[src/rtl/imc_shift_accumulator_pkg.sv]
// Shared types and defaults for the IMC shift-accumulator slice.
// Optional macro IMC_ACC_RELU_EN is consumed by the top module.
package imc_acc_pkg;

  localparam int NUM_COLS_D = 16;
  localparam int ADC_W_D    = 4;
  localparam int MAX_BITS_D = 8;
  localparam int ACC_W_D    = ADC_W_D + MAX_BITS_D + 1;
  localparam int OUT_W_D    = 32;

  typedef enum logic [1:0] {
    IDLE,
    ACCUM,
    DRAIN,
    DONE
  } state_t;

  // LSB position of column c on the packed ADC bus
  function automatic int col_off(
    input int c,
    input int w
  );
    return c * w;
  endfunction

endpackage

[src/rtl/imc_shift_accumulator_if.sv]
// ADC input strobe and output-buffer write port of the accumulator.
// master = array/buffer side, slave = accumulator side.
interface imc_shift_accumulator_if
  import imc_acc_pkg::*;
#(
  parameter int NUM_COLS = NUM_COLS_D,
  parameter int ADC_W    = ADC_W_D,
  parameter int OUT_W    = OUT_W_D
);

  logic [NUM_COLS*ADC_W-1:0] imc_data;
  logic                      imc_valid;
  logic                      out_wr_en;
  logic [OUT_W-1:0]          out_data;
  logic                      out_full;

  modport master (
    output imc_data,
    output imc_valid,
    output out_full,
    input  out_wr_en,
    input  out_data
  );

  modport slave (
    input  imc_data,
    input  imc_valid,
    input  out_full,
    output out_wr_en,
    output out_data
  );

endinterface

[src/rtl/imc_shift_accumulator_col_acc.sv]
// One column accumulator: shifted ADC sample added or subtracted
// into an ACC_W two's complement register.
module imc_col_acc
  import imc_acc_pkg::*;
#(
  parameter int ADC_W    = ADC_W_D,
  parameter int MAX_BITS = MAX_BITS_D,
  parameter int ACC_W    = ACC_W_D,
  parameter int SH_W     = $clog2(MAX_BITS)
) (
  input  logic             clk,
  input  logic             cntrl_reset,
  input  logic             clr,
  input  logic             en,
  input  logic             sub,
  input  logic [SH_W-1:0]  shamt,
  input  logic [ADC_W-1:0] adc,
  output logic [ACC_W-1:0] acc
);

  logic [ACC_W-1:0] term;

  assign term = ACC_W'(adc) << shamt;

  // clear on start, shift-add (or MSB-plane subtract) on valid
  always_ff @(posedge clk or posedge cntrl_reset) begin
    if (cntrl_reset) begin
      acc <= '0;
    end else if (clr) begin
      acc <= '0;
    end else if (en) begin
      acc <= sub ? acc - term : acc + term;
    end
  end

endmodule

[src/rtl/imc_shift_accumulator.sv]
// Bit-serial shift-accumulate of IMC ADC planes, paired-word drain.
// Define IMC_ACC_RELU_EN to clamp negative sums to 0 on output.
module imc_shift_accumulator
  import imc_acc_pkg::*;
#(
  parameter int NUM_COLS = NUM_COLS_D,
  parameter int ADC_W    = ADC_W_D,
  parameter int MAX_BITS = MAX_BITS_D,
  parameter int ACC_W    = ACC_W_D,
  parameter int OUT_W    = OUT_W_D
) (
  input  logic       clk,
  input  logic       cntrl_reset,
  input  logic       start,
  input  logic [3:0] num_bits,
  input  logic       signed_mode,
  output logic       busy,
  output logic       done,
  imc_shift_accumulator_if.slave bus
);

  localparam int SH_W  = $clog2(MAX_BITS);
  localparam int WORDS = NUM_COLS / 2;
  localparam int WI_W  = $clog2(WORDS);
  localparam int HALF  = OUT_W / 2;

  localparam logic [3:0]      MAXB4 = 4'(MAX_BITS);
  localparam logic [SH_W-1:0] MAXL  = SH_W'(MAX_BITS - 1);
  localparam logic [WI_W-1:0] WLAST = WI_W'(WORDS - 1);

  state_t          state;
  state_t          state_nx;
  logic [SH_W-1:0] bit_idx;
  logic [SH_W-1:0] last_idx;
  logic [SH_W-1:0] last_sel;
  logic            sgn;
  logic [WI_W-1:0] word_idx;
  logic            last_plane;
  logic            acc_en;
  logic            clr;
  logic            wr_en;

  logic [ACC_W-1:0] acc [NUM_COLS];
  logic [ACC_W-1:0] acc_lo;
  logic [ACC_W-1:0] acc_hi;

  assign last_plane = (bit_idx == last_idx);
  assign clr        = (state == IDLE) && start;
  assign acc_en     = (state == ACCUM) && bus.imc_valid;

  // out-of-range plane counts fall back to the full depth
  always_comb begin
    last_sel = MAXL;
    if (num_bits != 4'd0 && num_bits <= MAXB4)
      last_sel = SH_W'(num_bits - 4'd1);
  end

  for (genvar c = 0; c < NUM_COLS; c++) begin : g_col
    imc_col_acc #(
      .ADC_W   (ADC_W),
      .MAX_BITS(MAX_BITS),
      .ACC_W   (ACC_W),
      .SH_W    (SH_W)
    ) u_col (
      .clk        (clk),
      .cntrl_reset(cntrl_reset),
      .clr        (clr),
      .en         (acc_en),
      .sub        (sgn && last_plane),
      .shamt      (bit_idx),
      .adc        (bus.imc_data[col_off(c, ADC_W) +: ADC_W]),
      .acc        (acc[c])
    );
  end

  // state register
  always_ff @(posedge clk or posedge cntrl_reset) begin
    if (cntrl_reset) state <= IDLE;
    else             state <= state_nx;
  end

  // next state and status outputs
  always_comb begin
    state_nx = state;
    busy     = 1'b0;
    done     = 1'b0;
    wr_en    = 1'b0;
    unique case (state)
      IDLE: begin
        if (start) state_nx = ACCUM;
      end
      ACCUM: begin
        busy = 1'b1;
        if (acc_en && last_plane) state_nx = DRAIN;
      end
      DRAIN: begin
        busy  = 1'b1;
        wr_en = !bus.out_full;
        if (wr_en && word_idx == WLAST) state_nx = DONE;
      end
      DONE: begin
        done     = 1'b1;
        state_nx = IDLE;
      end
      default: state_nx = IDLE;
    endcase
  end

  // operation config latch and plane / word counters
  always_ff @(posedge clk or posedge cntrl_reset) begin
    if (cntrl_reset) begin
      bit_idx  <= '0;
      last_idx <= '0;
      sgn      <= 1'b0;
      word_idx <= '0;
    end else begin
      if (clr) begin
        bit_idx  <= '0;
        last_idx <= last_sel;
        sgn      <= signed_mode;
        word_idx <= '0;
      end
      if (acc_en) begin
        if (last_plane) word_idx <= '0;
        else            bit_idx  <= bit_idx + 1'b1;
      end
      if (wr_en) word_idx <= word_idx + 1'b1;
    end
  end

  function automatic logic [HALF-1:0] present(
    input logic [ACC_W-1:0] a
  );
`ifdef IMC_ACC_RELU_EN
    if (a[ACC_W-1]) return '0;
`endif
    return {{(HALF-ACC_W){a[ACC_W-1]}}, a};
  endfunction

  assign acc_lo = acc[{word_idx, 1'b0}];
  assign acc_hi = acc[{word_idx, 1'b1}];

  assign bus.out_wr_en = wr_en;
  assign bus.out_data  = {present(acc_hi), present(acc_lo)};

endmodule

[src/flat_wrapper.sv]
// flat-port wrapper written by rule: the top's interface ports become plain ports
module imc_shift_accumulator_flat import imc_acc_pkg::*;
#(
  parameter int NUM_COLS = NUM_COLS_D,
  parameter int ADC_W    = ADC_W_D,
  parameter int MAX_BITS = MAX_BITS_D,
  parameter int ACC_W    = ACC_W_D,
  parameter int OUT_W    = OUT_W_D
)
  (clk, cntrl_reset, start, num_bits, signed_mode, busy, done, bus_imc_data, bus_imc_valid, bus_out_full, bus_out_wr_en, bus_out_data);
  imc_shift_accumulator_if #(.NUM_COLS(NUM_COLS), .ADC_W(ADC_W), .OUT_W(OUT_W)) bus_i ();
  input  logic clk;
  input  logic cntrl_reset;
  input  logic start;
  input  logic [3:0] num_bits;
  input  logic signed_mode;
  output logic busy;
  output logic done;
  input wire logic [$bits(bus_i.imc_data)-1:0] bus_imc_data;
  input wire logic [$bits(bus_i.imc_valid)-1:0] bus_imc_valid;
  input wire logic [$bits(bus_i.out_full)-1:0] bus_out_full;
  output wire logic [$bits(bus_i.out_wr_en)-1:0] bus_out_wr_en;
  output wire logic [$bits(bus_i.out_data)-1:0] bus_out_data;
  assign bus_i.imc_data = bus_imc_data;
  assign bus_i.imc_valid = bus_imc_valid;
  assign bus_i.out_full = bus_out_full;
  assign bus_out_wr_en = bus_i.out_wr_en;
  assign bus_out_data = bus_i.out_data;
  imc_shift_accumulator #(.NUM_COLS(NUM_COLS), .ADC_W(ADC_W), .MAX_BITS(MAX_BITS), .ACC_W(ACC_W), .OUT_W(OUT_W)) u_core (.clk(clk), .cntrl_reset(cntrl_reset), .start(start), .num_bits(num_bits), .signed_mode(signed_mode), .busy(busy), .done(done), .bus(bus_i));
endmodule
[config.mk]
export PLATFORM = sky130hd
export DESIGN_NAME = imc_shift_accumulator_flat
export DESIGN_NICKNAME = d
export VERILOG_FILES = /design/src/rtl/imc_shift_accumulator_pkg.sv /design/src/rtl/imc_shift_accumulator_if.sv /design/src/rtl/imc_shift_accumulator_col_acc.sv /design/src/rtl/imc_shift_accumulator.sv /design/src/flat_wrapper.sv
export SDC_FILE = /design/constraint.sdc
export NUM_CORES = 1
export LEC_CHECK = 0
export ABC_AREA = 1
export CAP_MARGIN = 20
export CORE_AREA = 5 5 159 314
export CTS_CLUSTER_DIAMETER = 30
export DETAILED_ROUTE_END_ITERATION = 10
export DIE_AREA = 0 0 164 319
export PLACE_DENSITY = 0.79
export SYNTH_ARGS = -nofsm -noshare
export SYNTH_HDL_FRONTEND = slang
export SYNTH_HIERARCHICAL = 1
export SYNTH_SLANG_ARGS = --single-unit
[constraint.sdc]
create_clock -name clk -period 10.7 [get_ports clk]
set_input_delay 2.14 -clock clk [delete_from_list [all_inputs] [get_ports clk]]
set_output_delay 2.14 -clock clk [all_outputs]
set_load 0.01 [all_outputs]
Yosys cells after proc, flatten, opt, wreduce, memory -nomap -nowiden
Index checks and enable logic that the tools add are counted.

operators by class
  shift-type cells = 16
  $lt $le $gt $ge = 3
  bitwise operators = 2
  add/sub/neg operators = 35
  multiplexer cells = 69
  equal/unequal tests = 8
  reduce and logical (&&, ||, !) cells = 12

operators by type and width
  operator                                                               count
  13-bit 2-to-1 mux                                                      52
  13-bit adder                                                           16
  4-bit by 3-bit left shift with 13-bit output                           16
  13-bit subtractor                                                      16
  13-bit binary-select mux with 4-bit select                             2
  3-bit 2-to-1 mux                                                       8
  5-bit greater-or-equal comparator, second input constant               2
  4-bit NOT with 5-bit output                                            2
  2-bit one-hot mux with 4 select lines                                  1
  3-bit by 1-bit adder with 3-bit output, second input constant          2
  1-bit logical AND                                                      6
  2-bit 2-to-1 mux                                                       3
  2-bit equality test, second input constant                             2
  4-bit <= comparator, second input constant                             1
  2-bit != test, second input constant                                   2
  4-bit nonzero test                                                     1
  3-bit equality test                                                    1
  3-bit equality test, second input constant                             1
  1-bit 2-to-1 mux                                                       3
  3-bit AND reduction                                                    1
  3-bit by 1-bit subtractor with 3-bit output, second input constant     1
  2-bit by 1-bit equality test with 1-bit output, second input constant  1
  2-bit logical NOT                                                      1
  2-bit by 1-bit != test with 1-bit output, second input constant        1
  other kinds (3)                                                        3

storage, ports and cells
  input bits = 74
  output and inout port bits = 35
  register bits = 220
  logic and storage cells = 166

Longest topological paths before layout
Gate-level depths: netlist of the first run.

  depth in word-level cells = 6
  depth in mapped cells = 25
  gate-level depth less buffers = 25

Modules after synthesis
Netlist of the first run, hierarchy kept.

modules (own cells, without submodules)
  module                                    instances  area each (um2)  seq. area each (um2)  cells an instance
  imc_col_acc (u_core.g_col[10].u_col ...)  11         1602.8           325.3                 231
  imc_col_acc (u_core.g_col[7].u_col ...)   3          1542.7           325.3                 237
  imc_shift_accumulator                     1          2524.9           300.3                 476
  imc_col_acc (u_core.g_col[0].u_col)       1          1676.6           325.3                 241
  imc_col_acc (u_core.g_col[13].u_col)      1          1576.5           325.3                 240

Worst setup path after synthesis of the first run
OpenSTA, ideal clock, no wires.

  path type = reg-to-reg
  start point = reg u_core.bit_idx[0]
  end point = reg u_core.g_col[14].u_col.acc[12]
  arrival time = 7.811 ns
  path buffers = 0
  slack = 2.771 ns
  setup time = 0.118 ns
  stages on the path, launching flop included = 18
  period minus slack after synthesis = 7.929 ns
  data required time = 10.582 ns
  cell sequence = dfrtp_1 > xnor2_1 > nand3_1 > nor2_1 > clkinv_1 > nand2_4 > o21ai_0 > xor2_1 > ha_1 > nand2_1 > nor2_1 > nand3_1 > nand3_1 > nand2_1 > nand2_1 > nand3_1 > nand3_1 > nand2_1

between the ends
  longest elaborated chain between the ends = 5
  elaborated cells on any way between the ends = 8
  classes of those cells = add/sub: 2; eq/ne: 1; shift: 1; mux: 3; reduce/logical: 1

RTL lines
  what                                                                                        line                                                              text
  start: declaration                                                                          imc_shift_accumulator.sv:33                                       logic [SH_W-1:0] bit_idx;
  start signal: assignment                                                                    imc_shift_accumulator.sv:125                                      else bit_idx <= bit_idx + 1'b1;
  4-bit by 3-bit left shift with 13-bit output / 3-bit equality test (equally long branches)  imc_shift_accumulator_col_acc.sv:23, imc_shift_accumulator.sv:47
  13-bit adder, or another cell as far along                                                  imc_shift_accumulator_col_acc.sv:32                               acc <= sub ? acc - term : acc + term;
  13-bit 2-to-1 mux *                                                                         imc_shift_accumulator_col_acc.sv:32
  13-bit 2-to-1 mux *                                                                         imc_shift_accumulator_col_acc.sv:31                               end else if (en) begin
  13-bit 2-to-1 mux *                                                                         imc_shift_accumulator_col_acc.sv:29                               end else if (clr) begin
  end signal: assignment                                                                      imc_shift_accumulator_col_acc.sv:32
  end: declaration                                                                            imc_shift_accumulator_col_acc.sv:18                               output logic [ACC_W-1:0] acc

Mark *: on every way between the ends. The rest lies on a longest branch, timed or not. The select of a mux whose other input is x is not followed.
A chain may end at the register's enable or synchronous reset.

Worst setup path after layout of the first run
  start point = reg u_core.word_idx[0]
  end point = out bus_out_data[6]

between the ends
  longest elaborated chain between the ends = 4

RTL lines
  what                                                   line                          text
  start: declaration                                     imc_shift_accumulator.sv:37   logic [WI_W-1:0] word_idx;
  start signal: assignment                               imc_shift_accumulator.sv:127  if (wr_en) word_idx <= word_idx + 1'b1;
  4-bit NOT with 5-bit output (not written as such)      imc_shift_accumulator.sv:140  assign acc_lo = acc[{word_idx, 1'b0}];
  13-bit binary-select mux with 4-bit select             imc_shift_accumulator.sv:140
  13-bit 2-to-1 mux (not written as such) (2 in series)  imc_shift_accumulator.sv:140
  end: declaration                                       flat_wrapper.sv:23            output wire logic [$bits(bus_i.out_data)-1:0] bus_out_data;

Every way passes these cells. The select of a mux whose other input is x is not followed.

==> out/metrics.cfg, run 1 <==
[die]
pin_count=109
die_w_um=164
die_y_um=319
start_util_pct=59.4
dieArea_um2=52300
core_area_um2=47200
row_count=113

[detailed_routing]
routed_wl_mm=78.9
dr_total_vias=28355
drtAntennaViolNets=0
viasPerCell=5.72
initialDrtViolationCount=2276
dr.pass1.iters=7
drc=0
wl_per_cell_um=15.9

[synth]
yosysTopAreaCellShare_pct=19.6
synth.area.top_cells=dfrtp_1, nand2_1, ha_1
ys_warn_count=6
synth.top_cells.by_count=nand2_1, inv_1, nor2_1, nand3_1, o21ai_0
synth_seq_cells=220
synth_flop_cell=dfrtp_1
yosys.area.top_type=dfrtp_1
synth.cell_area_um2=28000
seq_area_frac_synth_pct=19.6
synth_most_common_cell=nand2_1
synth_cell_type_count=48
postSynth.asyncResetShare_pct=100
avgSynthCellArea_um2=6.66
synthCells=4209
synth-edff-count=0
syn_nets=4516

[finish]
layout.nets=4593
drive_gt1_share_pct=15.6
area.growth.synth_to_final_pct=10.9

[clock_tree]
clk_latency_ns=0.57
post_cts_resized=0
clkSinkCount=220
cts-hold-fix-buffers=0
cts_buffers=46
post_cts_buffers=0
htree_levels=2
path_clk_slew_ns=0.05
cts_tree=yes
root_buffer=clkbuf_16
clockBufferDepth=3

[power_and_ir_drop]
pwr-share-seq_pct=13.8
p_sw_mw=6.08
share_comb_of_total_power_pct=72.3
finalPower_mw=11.1
power_per_cell_area_nw_per_um2=357
power.share.clock_pct=13.9
leakage_nw=16.2
ir_drop_uv=229
p_int_mw=5.02
p_sw_share_pct=54.8

[grt]
grt_pass1_vias=27156
grt_pass1_wl_mm=129
gr-total-overflow=0
gr-usage-all-layers_pct=29.3
antenna_found_initial=0
grt_max_degree=114

[sta]
setup_viol=0
min_period_ns=6.26
setup_tns_ns=0
rsz0062_at_grt=false
final_max_slew_viol_count=0
fmax_mhz=160
tightestPinTransition_ns=1.08
max_slew_margin_pct=27.7
hold_viol=0
timing.final.crit_share_pct=58.5
clock_skew_ns=0.0271

[status]
status=completed

[worst_setup_path]
endpoint_kind=output pin
worstPathRequired_ns=8.56
path_max_fanout=106
start_kind=register
crit_type=reg -> out
cp.arrival_ns=4.12

[placed_design]
place.gp.congestion=0.957
dp_hpwl_mm=60.4
numPortBuffers=108

[worst_hold_path]
hold_path_class=reg -> reg

[job]
cap_viol_max_count=0

==> power by group through the flow <==
stage | combinational [mW] | sequential, mW | clock [mW]
6_report | 8.03 | 1.54 | 1.54
3_5_place_dp | 7.87 | 1.53 | 0
5_1_grt | 9.01 | 1.57 | 1.60
4_1_cts | 7.95 | 1.53 | 1.56
2_1_floorplan | 6.36 | 1.33 | 0
3_3_place_gp | 7.65 | 1.53 | 0
==> area by class of cell <==
type,count,area [µm²]
diodes,1,2.50
well taps,632,791
inverters,492,1900
fillers,4216,16100
flip-flops and latches,220,5520
repair buffers,120,1180
clock buffers,57,1270
clock inverters,25,384
multi-input cells,3406,20000
==> path summary, 6_finish.rpt <==
| path | start | slack (ns) | end | cells past startpoint |
|---|---|---|---|---|
| hold / removal | u_core/g_col[12].u_col/acc[8] | 0.52 | u_core/g_col[12].u_col/acc[8] | 2 |
| setup reg to reg | u_core/bit_idx[2] | 5.62 | u_core/g_col[0].u_col/acc[9] | 19 |
| min in group asynchronous | cntrl_reset | 2.22 | u_core/word_idx[1] | 3 |
| hold reg to reg | u_core/g_col[12].u_col/acc[8] | 0.52 | u_core/g_col[12].u_col/acc[8] | 2 |
| setup / recovery | u_core/word_idx[0] | 4.44 | bus_out_data[6] | 7 |
| max in group asynchronous | cntrl_reset | 8.03 | u_core/g_col[2].u_col/acc[4] | 3 |
==> layout by cell type (no fill, tap or decap), types with 14 or more instances in the layout <==
master           count
clkbuf_16           47
o22ai_1             84
nor2_4              30
nand3_1            292
clkdlybuf4s50_1    108
nand2_4             16
o21ai_0            286
clkinv_1            14
o31ai_1             24
xor2_1             151
nor3_1              24
inv_2               56
nand3b_1            18
xnor2_1             47
a21o_1              16
dfrtp_1            216
fa_1                16
nand2_2            205
nand3_2            123
nand2_1           1039
nor2_2              71
ha_1               217
or2_2               23
o21ai_1             40
nor2_1             334
nand4_1             57
clkinv_4            18
inv_1              411
o21ai_2             15
a21oi_1            199
==> kinds of logic (layout without fill, tap and decap cells) <==
group | count (synthesis) | after routing | synth area share (%)
buffers and inverters | 583 | 694 | 8.89
and+or+nand+nor | 2250 | 2250 | 39.7
DFF | 220 | 220 | 19.6
xor gates and xnor gates | 198 | 198 | 6.19
adders and majority gates | 233 | 233 | 10.8
other | 0 | 1 | 0
AOI/OAI and AO/OA | 725 | 725 | 14.8
==> metrics by stage <==
step / std cells / area (µm²) / hold WS [ns] / setup slack (ns) / utilization, %
2_1_floorplan: 4209 / 28000 / 0.472 / 2.77 / -
3_3_place_gp: 4870 / 29400 / 0.501 / 5.10 / 62.3
3_5_place_dp: 4870 / 29400 / 0.507 / 5.08 / 62.3
4_1_cts: 4952 / 31100 / 0.521 / 4.51 / 65.9
5_1_grt: 4952 / 31100 / 0.545 / 4.24 / 65.9
6_report: 4953 / 31100 / 0.519 / 4.44 / 65.9
==> sequential cells by signal, indices dropped and copies added (netlist names) <==
signal                  flops
u_core/last_idx             3
u_core/word_idx             3
u_core/sgn                  1
u_core/state                2
u_core/bit_idx              3
u_core/g_col.u_col/acc    208
==> critical path, stage by stage, from the launching register on <==
cell             delay (ns)
dfrtp_4                0.86
inv_2                  0.81
buf_4                  0.58
o21ai_0                0.19
o22ai_1                0.25
nand2_1                0.08
nand2_1                0.14
clkdlybuf4s50_1        0.56
==> layer usage <==
layer | track usage (%) | wire length (µm) | vias to the layer above
li1 | - | - | 14126
met1 | 37.1 | 32700 | 13084
met2 | 50.6 | 38300 | 954
met3 | 3.76 | 4910 | 191
met4 | 11.0 | 2960 | 0
met5 | 0 | 0 | -
Power figures use the tool's default switching activity.
==> inputs of run 2 (changes only) <==
CORE_AREA = 5 5 162 319   (was 5 5 159 314)
DIE_AREA = 0 0 167 324   (was 0 0 164 319)
PLACE_DENSITY = 0.8   (was 0.79)
clock period = 5.1 ns   (was 10.7 ns; I/O delays follow)
==> out/metrics.cfg, run 2 (synthesis gave the netlist of run 1 again) <==
[finish]
area.growth.synth_to_final_pct=10.8
final_common_cell=nand2_1
final_cell_count_no_fill=4969
largest-register=u_core/g_col.u_col/acc
final_cell_mix=nand2_1, inv_1, nor2_1
drive_gt1_share_pct=15.7
layout.nets=4598
design_area_um2=31100
largest_reg_flops=208

[clock_tree]
clkSinkCount=220
cts_buffers=42
post_cts_buffers=0
cts-hold-fix-buffers=0
htree_levels=2
path_clk_slew_ns=0.05
clockBufferDepth=3
post_cts_resized=0
cts_tree=yes
root_buffer=clkbuf_16
clk_latency_ns=0.56

[die]
core_area_um2=49100
die_w_um=167
start_util_pct=57.1
pin_count=109
die_y_um=324
row_count=115
dieArea_um2=54100

[power_and_ir_drop]
power_per_cell_area_nw_per_um2=761
p_sw_share_pct=56.2
share_comb_of_total_power_pct=74.1
leakage_nw=16.2
pwr-share-seq_pct=13.4
power.share.clock_pct=12.6
ir_drop_uv=683
p_sw_mw=13.3
p_int_mw=10.4

[worst_setup_path]
worstPathRequired_ns=4.08
endpoint_kind=output pin
start_kind=register
path_max_fanout=105
crit_type=reg -> out
cp.arrival_ns=3.32

[grt]
grt_pass1_vias=29492
grt_pass1_wl_mm=142
gr-total-overflow=0
grt_max_degree=106
antenna_found_initial=1
gr-usage-all-layers_pct=32.0

[sta]
final_max_slew_viol_count=0
max_slew_margin_pct=32.0
clock_skew_ns=0.0145
hold_viol=0
setup_viol=0
whs_ns=0.519
tightestPinTransition_ns=1.02
rsz0062_at_grt=false
fmax_mhz=230
min_period_ns=4.34
timing.final.crit_share_pct=85.1
setup_tns_ns=0
worst_slack_ns=0.760

[placed_design]
place.gp.congestion=0.998
dp_cells=4890
dp_hpwl_mm=69.8
place_ws_ns=0.767
numPortBuffers=108
dpl_cell_area_um2=29600

[detailed_routing]
wl_per_cell_um=17.8
viasPerCell=5.86
drtAntennaViolNets=0
drc=0
dr_total_vias=29126
routed_wl_mm=88.2
dr.pass1.iters=7
initialDrtViolationCount=1799

[job]
cap_viol_max_count=0

[worst_hold_path]
hold_path_class=reg -> reg

[status]
status=completed

-- run 2: changes by cell type in the layout (fill, tap and decap cells not counted), sizes merged --
cell / previous run / this run
buf: 12 / 21
bufinv: 8 / 5
clkbuf: 57 / 54
clkinv: 36 / 34
clkinvlp: 1 / 3
inv: 472 / 474
-- run 2: per-stage QoR --
stage               power (mW)  util [%]
floorplan                 16.1         -
finish                    23.6      63.3
global placement          20.0      60.2
CTS                       23.4      63.3
global route              25.8      63.3
detailed placement        20.3      60.2
-- run 2: path summary, 6_finish.rpt --
| check | slack (ns) | start | endpoint | cells after the start |
|---|---|---|---|---|
| worst max-delay path | 0.76 | u_core/word_idx[0] | bus_out_data[9] | 6 |
| worst min-delay path | 0.52 | u_core/g_col[13].u_col/acc[10] | u_core/g_col[13].u_col/acc[10] | 2 |
| worst max register to register | 0.91 | u_core/bit_idx[1] | u_core/g_col[1].u_col/acc[9] | 19 |
| worst min register to register | 0.52 | u_core/g_col[13].u_col/acc[10] | u_core/g_col[13].u_col/acc[10] | 2 |
| max in group asynchronous | 3.56 | cntrl_reset | u_core/g_col[3].u_col/acc[12] | 3 |
| min in group asynchronous | 1.11 | cntrl_reset | u_core/g_col[10].u_col/acc[7] | 3 |
-- run 2: critical path: stages (launching register included) --
cell	delay [ns]
dfrtp_2	0.37
buf_4	0.73
o21ai_0	0.30
o22ai_1	0.42
nand2_1	0.11
nand2_1	0.16
clkdlybuf4s50_1	0.57
-- run 2: area by class of cell --
cell class | instances | area [µm²]
inverters | 492 | 1900
repair buffers | 129 | 1290
fillers | 4545 | 18000
clock buffers | 54 | 1190
flip-flops and latches | 220 | 5520
clock inverters | 24 | 310
multi-input cells | 3406 | 20000
well taps | 643 | 805
diodes | 1 | 2.50
-- run 2: layer usage --
metal	track usage [%]	part of all wire (%)
met1	30.6	34
met5	0	0
met4	26.1	9.4
met3	4.27	5.4
met2	60.1	52
-- run 2: power by group through the flow --
stage          clock network (mW)  registers (mW)  logic (mW)
2_1_floorplan                   0            2.79        13.3
3_3_place_gp                    0            3.14        16.9
3_5_place_dp                    0            3.14        17.2
4_1_cts                      2.99            3.12        17.3
5_1_grt                      3.07            3.20        19.5
6_report                     2.97            3.16        17.5
